--- src/rtl/jrb8_mem_pkg.sv ---
// Shared types for the SPI memory arbiter: FSM states, transfer direction and
// requester port index, plus the round-robin grant helper.
package jrb8_mem_pkg;

  typedef enum logic [1:0] {
    IDLE  = 2'd0,
    ISSUE = 2'd1,
    WAIT  = 2'd2,
    DRAIN = 2'd3
  } arb_state_t;

  localparam logic SPI_READ  = 1'b0;
  localparam logic SPI_WRITE = 1'b1;

  typedef logic port_t;

  localparam port_t PORT0 = 1'b0;
  localparam port_t PORT1 = 1'b1;

  // On contention the port that was not served last wins.
  function automatic port_t pick_grant(input logic req0, input logic req1, input port_t last);
    port_t grant;
    if (req0 && req1) begin
      grant = ~last;
    end else if (req1) begin
      grant = PORT1;
    end else begin
      grant = PORT0;
    end
    return grant;
  endfunction

endpackage

--- src/rtl/spi_watchdog.sv ---
// Saturating cycle counter that flags expiry once it has counted
// TIMEOUT_CYCLES enabled cycles since the last clear.
module spi_watchdog #(
  parameter int TIMEOUT_CYCLES = 128,
  parameter int TO_W           = 8
) (
  input  logic i_clk,
  input  logic i_rst_n,
  input  logic i_clear,
  input  logic i_enable,
  output logic o_expired
);

  localparam logic [TO_W-1:0] LAST_COUNT = TO_W'(TIMEOUT_CYCLES - 1);
  localparam logic [TO_W-1:0] ONE        = {{(TO_W-1){1'b0}}, 1'b1};

  logic [TO_W-1:0] r_count;

  // Counter holds at the expiry value instead of wrapping.
  always_ff @(posedge i_clk or negedge i_rst_n) begin
    if (!i_rst_n) begin
      r_count <= {TO_W{1'b0}};
    end else if (i_clear) begin
      r_count <= {TO_W{1'b0}};
    end else if (i_enable && (r_count != LAST_COUNT)) begin
      r_count <= r_count + ONE;
    end else begin
      r_count <= r_count;
    end
  end

  assign o_expired = (r_count == LAST_COUNT);

endmodule

--- src/rtl/spi_mem_arbiter.sv ---
// Round-robin arbiter that lets instruction fetch (port 0) and data access
// (port 1) share one SPI memory master, one full transaction per grant.
module spi_mem_arbiter
  import jrb8_mem_pkg::*;
#(
  parameter int TIMEOUT_CYCLES = 128,
  parameter int TO_W           = 8
) (
  input  logic        i_clk,
  input  logic        i_rst_n,
  input  logic        i_p0_req,
  input  logic        i_p0_write,
  input  logic [15:0] i_p0_addr,
  input  logic [7:0]  i_p0_wdata,
  output logic        o_p0_ack,
  input  logic        i_p1_req,
  input  logic        i_p1_write,
  input  logic [15:0] i_p1_addr,
  input  logic [7:0]  i_p1_wdata,
  output logic        o_p1_ack,
  output logic [7:0]  o_rdata,
  output logic        o_err,
  output logic        o_busy,
  output logic        o_spi_start,
  output logic        o_spi_write,
  output logic [15:0] o_spi_address,
  output logic [7:0]  o_spi_databus,
  input  logic        i_spi_done,
  input  logic [7:0]  i_spi_data
);

  arb_state_t  r_state;
  port_t       r_grant;
  port_t       r_last_grant;
  logic        r_p0_ack;
  logic        r_p1_ack;
  logic [7:0]  r_rdata;
  logic        r_err;
  logic        r_busy;
  logic        r_spi_start;
  logic        r_spi_write;
  logic [15:0] r_spi_address;
  logic [7:0]  r_spi_databus;

  logic  w_any_req;
  port_t w_pick;
  logic  w_wd_clear;
  logic  w_wd_enable;
  logic  w_wd_expired;

  // Grant choice and watchdog control; the counter restarts for WAIT and again for DRAIN.
  always_comb begin
    w_any_req   = i_p0_req | i_p1_req;
    w_pick      = pick_grant(i_p0_req, i_p1_req, r_last_grant);
    w_wd_clear  = 1'b0;
    w_wd_enable = 1'b0;
    case (r_state)
      ISSUE: w_wd_clear = 1'b1;
      WAIT: begin
        if (!i_spi_done && w_wd_expired) begin
          w_wd_clear = 1'b1;
        end else begin
          w_wd_enable = 1'b1;
        end
      end
      DRAIN:   w_wd_enable = 1'b1;
      default: w_wd_enable = 1'b0;
    endcase
  end

  spi_watchdog #(
    .TIMEOUT_CYCLES(TIMEOUT_CYCLES),
    .TO_W          (TO_W)
  ) u_watchdog (
    .i_clk    (i_clk),
    .i_rst_n  (i_rst_n),
    .i_clear  (w_wd_clear),
    .i_enable (w_wd_enable),
    .o_expired(w_wd_expired)
  );

  // Transaction sequencer; ack, err and start are single-cycle pulses.
  always_ff @(posedge i_clk or negedge i_rst_n) begin
    if (!i_rst_n) begin
      r_state       <= IDLE;
      r_grant       <= PORT0;
      r_last_grant  <= PORT1;
      r_p0_ack      <= 1'b0;
      r_p1_ack      <= 1'b0;
      r_rdata       <= 8'h00;
      r_err         <= 1'b0;
      r_busy        <= 1'b0;
      r_spi_start   <= 1'b0;
      r_spi_write   <= 1'b0;
      r_spi_address <= 16'h0000;
      r_spi_databus <= 8'h00;
    end else begin
      r_p0_ack    <= 1'b0;
      r_p1_ack    <= 1'b0;
      r_err       <= 1'b0;
      r_spi_start <= 1'b0;
      case (r_state)
        IDLE: begin
          if (w_any_req) begin
            r_grant       <= w_pick;
            r_spi_write   <= (w_pick == PORT1) ? i_p1_write : i_p0_write;
            r_spi_address <= (w_pick == PORT1) ? i_p1_addr  : i_p0_addr;
            r_spi_databus <= (w_pick == PORT1) ? i_p1_wdata : i_p0_wdata;
            r_spi_start   <= 1'b1;
            r_busy        <= 1'b1;
            r_state       <= ISSUE;
          end else begin
            r_state <= IDLE;
          end
        end
        ISSUE: r_state <= WAIT;
        WAIT: begin
          if (i_spi_done) begin
            if (r_spi_write == SPI_READ) begin
              r_rdata <= i_spi_data;
            end else begin
              r_rdata <= r_rdata;
            end
            r_p0_ack     <= (r_grant == PORT0);
            r_p1_ack     <= (r_grant == PORT1);
            r_last_grant <= r_grant;
            r_busy       <= 1'b0;
            r_state      <= IDLE;
          end else if (w_wd_expired) begin
            // The master may still finish later, so park in DRAIN rather than re-arbitrate.
            r_rdata      <= 8'hFF;
            r_p0_ack     <= (r_grant == PORT0);
            r_p1_ack     <= (r_grant == PORT1);
            r_err        <= 1'b1;
            r_last_grant <= r_grant;
            r_state      <= DRAIN;
          end else begin
            r_state <= WAIT;
          end
        end
        DRAIN: begin
          if (i_spi_done || w_wd_expired) begin
            r_busy  <= 1'b0;
            r_state <= IDLE;
          end else begin
            r_state <= DRAIN;
          end
        end
        default: begin
          r_busy  <= 1'b0;
          r_state <= IDLE;
        end
      endcase
    end
  end

  assign o_p0_ack      = r_p0_ack;
  assign o_p1_ack      = r_p1_ack;
  assign o_rdata       = r_rdata;
  assign o_err         = r_err;
  assign o_busy        = r_busy;
  assign o_spi_start   = r_spi_start;
  assign o_spi_write   = r_spi_write;
  assign o_spi_address = r_spi_address;
  assign o_spi_databus = r_spi_databus;

endmodule
--- config.mk ---
export PLATFORM = sky130hd
export DESIGN_NAME = spi_mem_arbiter
export DESIGN_NICKNAME = d
export VERILOG_FILES = /design/src/rtl/jrb8_mem_pkg.sv /design/src/rtl/spi_watchdog.sv /design/src/rtl/spi_mem_arbiter.sv
export SDC_FILE = /design/constraint.sdc
export NUM_CORES = 1
export LEC_CHECK = 0
export ABC_CLOCK_PERIOD_IN_PS = 3550
export BUFFER_PORTS_ARGS = -buffer_cell sky130_fd_sc_hd__buf_2
export CAP_MARGIN = 15
export CORE_MARGIN = 4
export CORE_UTILIZATION = 45
export CTS_CLUSTER_DIAMETER = 150
export DETAILED_ROUTE_END_ITERATION = 8
export PLACE_DENSITY_LB_ADDON = 0.25
export REMOVE_ABC_BUFFERS = 1
export SLEW_MARGIN = 10
export SYNTH_ARGS = -nofsm -noshare
export SYNTH_HDL_FRONTEND = slang
export SYNTH_SLANG_ARGS = --single-unit
--- constraint.sdc ---
create_clock -name i_clk -period 3.55 [get_ports i_clk]
set_clock_uncertainty 0.2 [all_clocks]
set_input_delay 0.5325 -clock i_clk [delete_from_list [all_inputs] [get_ports i_clk]]
set_output_delay 0.5325 -clock i_clk [all_outputs]
set_load 0.01 [all_outputs]
==> results.cfg <==
[die]
fp.coreArea_um2 = 5270
placement_rows = 26
die-area_um2 = 6840
die_y_um = 82.7
start_util_pct = 47.7
die_x_um = 82.7
floorplan.io_pins = 101

[finish]
mostFrequentLayoutCells = buf_2, dfrtp_1, nand2_1, o21ai_1, mux2i_1
growth_of_design_area_from_synthesis_to_finish_pct = 27.3
fin_nets = 387
fin_area_um2 = 3200
layoutNonFillerInstCount = 388
final.fill_count = 453
post_route_cells_drive_above_1_share_pct = 43.4
layout.cells.most_common = buf_2
antenna_cells_inserted = 0

[yosys]
netlist_area_um2 = 2510
yosysSeqAreaShare_pct = 49.9
synthDistinctLibCells = 42
yosysWarnings = 0
ys_seq_elements = 50
async_reset_ff_share_pct = 100
syn_avg_cell_area_um2 = 11.5
synth_edf_count = 0
cells_after_synthesis = 219
postSynth.topFlopCell = dfrtp_1

[critical_path]
start_kind = flop
worst_path_arrival_time_ns = 2.10
worst-path-max-fanout = 11
critical_setup_path_class = flop to flop
required_time_of_the_critical_path_ns = 3.57
endpoint_kind = flop

[cts]
clk_pin_slew_worst_paths_ns = 0.09
tritoncts.num_buffers = 5
tritoncts_clock_tree = built
postCtsResizedCells = 0
postCtsHoldBufs = 0
clock-root-buffer = clkbuf_8
clock_latency_ns = 0.29
post_cts_buffers = 0
htreeDepth = 2
clock_path_buffers = 2
cts.sinks = 50

[place]
instance_area_at_placement_um2 = 3060
placed_instances = 379
globalplace.congestion = 0.759
hpwlAfterDp_mm = 3.98
buffer_ports.inserted = 100

[timing]
timing.slew.headroom_pct = 29.2
setup-violations-final = 0
least_margin_pin_slew_ns = 1.06
final_max_slew_viol_count = 0
fmax_mhz = 482
setup_tns_ns = 0
final-hold-violation-count = 0
minimum_period_implied_by_the_final_worst_setup_slack_ns = 2.07
grt_setup_unrepaired = no
layout_worst_path_cycle_share_pct = 58.4

[drt]
detailedRoute.firstIterationViolations = 110
route.vias.total = 1933
drt_first_pass_iters = 4
drc = 0
avgRoutedWirePerCell_um = 13.7
post_drt_via_cell_ratio = 4.98
detail_route.wirelength_mm = 5.30
ant_nets = 0

[grt]
gr-usage-all-layers_pct = 16.4
grt_start_max_net_pins = 53
first_pass_grt_wire_length_mm = 8.59
first_global_vias = 1895
initial_antenna_violation_count = 0
overflow = 0

[power]
finalPower_uw = 2500
total_leakage_power_uw = 0.00162
ir_worst_vdd_mv = 0.401
cellPowerDensity_nw_per_um2 = 782

[job]
maxCapViolCount = 0

[hold_path]
holdCritPathClass = input port to async pin

[run_status]
outcome = complete, no violations
-- layout make-up --
cell class	instances	area, um2	share of cell area (%)
sequential	50	1250	39.2
multi-input combinational	152	1190	37.2
inverter	6	22.5	0.704
tap	70	87.6	2.74
clock buffer	7	86.3	2.70
clock inverter	1	30.0	0.939
timing repair buffer	102	528	16.5
-- power breakdown --
part / total [uW] / internal (uW) / switching, uW
combinational: 1090 / 502 / 592
clock: 410 / 230 / 180
sequential: 997 / 819 / 177
-- final timing paths --
kind	to	slack, ns	from	cells after the start
max in group asynchronous	r_last_grant	2.26	i_rst_n	2
worst max register to register	r_last_grant	1.48	u_watchdog.r_count[0]	5
worst min-delay path	o_rdata[4]	0.10	i_rst_n	1
min in group i_clk	o_spi_databus[2]	0.29	o_spi_databus[2]	2
worst max-delay path	r_last_grant	1.48	u_watchdog.r_count[0]	5
worst min register to register	o_spi_databus[2]	0.29	o_spi_databus[2]	2
-- routing by layer --
| layer | GRT usage (%) | part of all wire, % | routed length (um) |
|---|---|---|---|
| met1 | 21.5 | 45 | 2370 |
| met2 | 26.6 | 46 | 2450 |
| met3 | 4.45 | 8.2 | 433 |
| met4 | 4.90 | 0.92 | 49 |
| met5 | 0 | 0 | 0 |
-- per-stage QoR --
step | utilization [%] | hold slack [ns] | worst slack, ns
3_3_place_gp | 58.1 | 0.262 | 1.28
3_5_place_dp | 58.1 | 0.270 | 1.25
4_1_cts | 60.3 | 0.128 | 1.47
6_report | 60.7 | 0.105 | 1.48
2_1_floorplan | - | 0.0369 | 0.455
5_1_grt | 60.7 | 0.163 | 1.38
-- critical path, stage by stage (launching register included) --
cell and delay, ns:
dfrtp_1 0.41, ha_1 0.31, nand4_4 0.23, nor2_4 0.17
o21a_2 0.32, mux2_1 0.36
-- state kept, by name, summed over array words and instances (netlist names), 2 cells and up --
signal and cells:
u_watchdog.r_count 8, o_spi_databus 8, r_state 2, o_rdata 8, o_spi_address 16
-- synth_stat cells (2+ instances only) --
master      n  area share, %
dfrtp_1    49             49
nand2_1    28            4.2
o21ai_1    28            5.6
mux2i_1    27             11
a2bb2oi_2   8            4.8
o22ai_1     8            2.0
ha_1        7            3.5
nor2_2      7            1.7
clkbuf_1    6           0.90
inv_1       6           0.90
a21oi_1     3           0.60
buf_6       3            1.3
xor2_1      3            1.0
a21boi_1    2           0.60
a22o_1      2           0.70
and4b_1     2           0.80
nor2_1      2           0.30
nor3_1      2           0.40
o21ai_0     2           0.40
xnor2_1     2           0.70
-- cells by family (layout without fill, tap and decap cells) --
group | Yosys count | in the layout | synth area share [%]
buffers and inverters | 17 | 116 | 3.64
xor gates and xnor gates | 5 | 5 | 1.74
DFF | 50 | 50 | 49.9
adders and majority gates | 7 | 7 | 3.49
and+or+nand+nor | 51 | 51 | 12.2
muxes | 29 | 29 | 11.7
AOI/OAI and AO/OA | 60 | 60 | 17.5
Note: power is estimated with default switching activity, not from simulation.
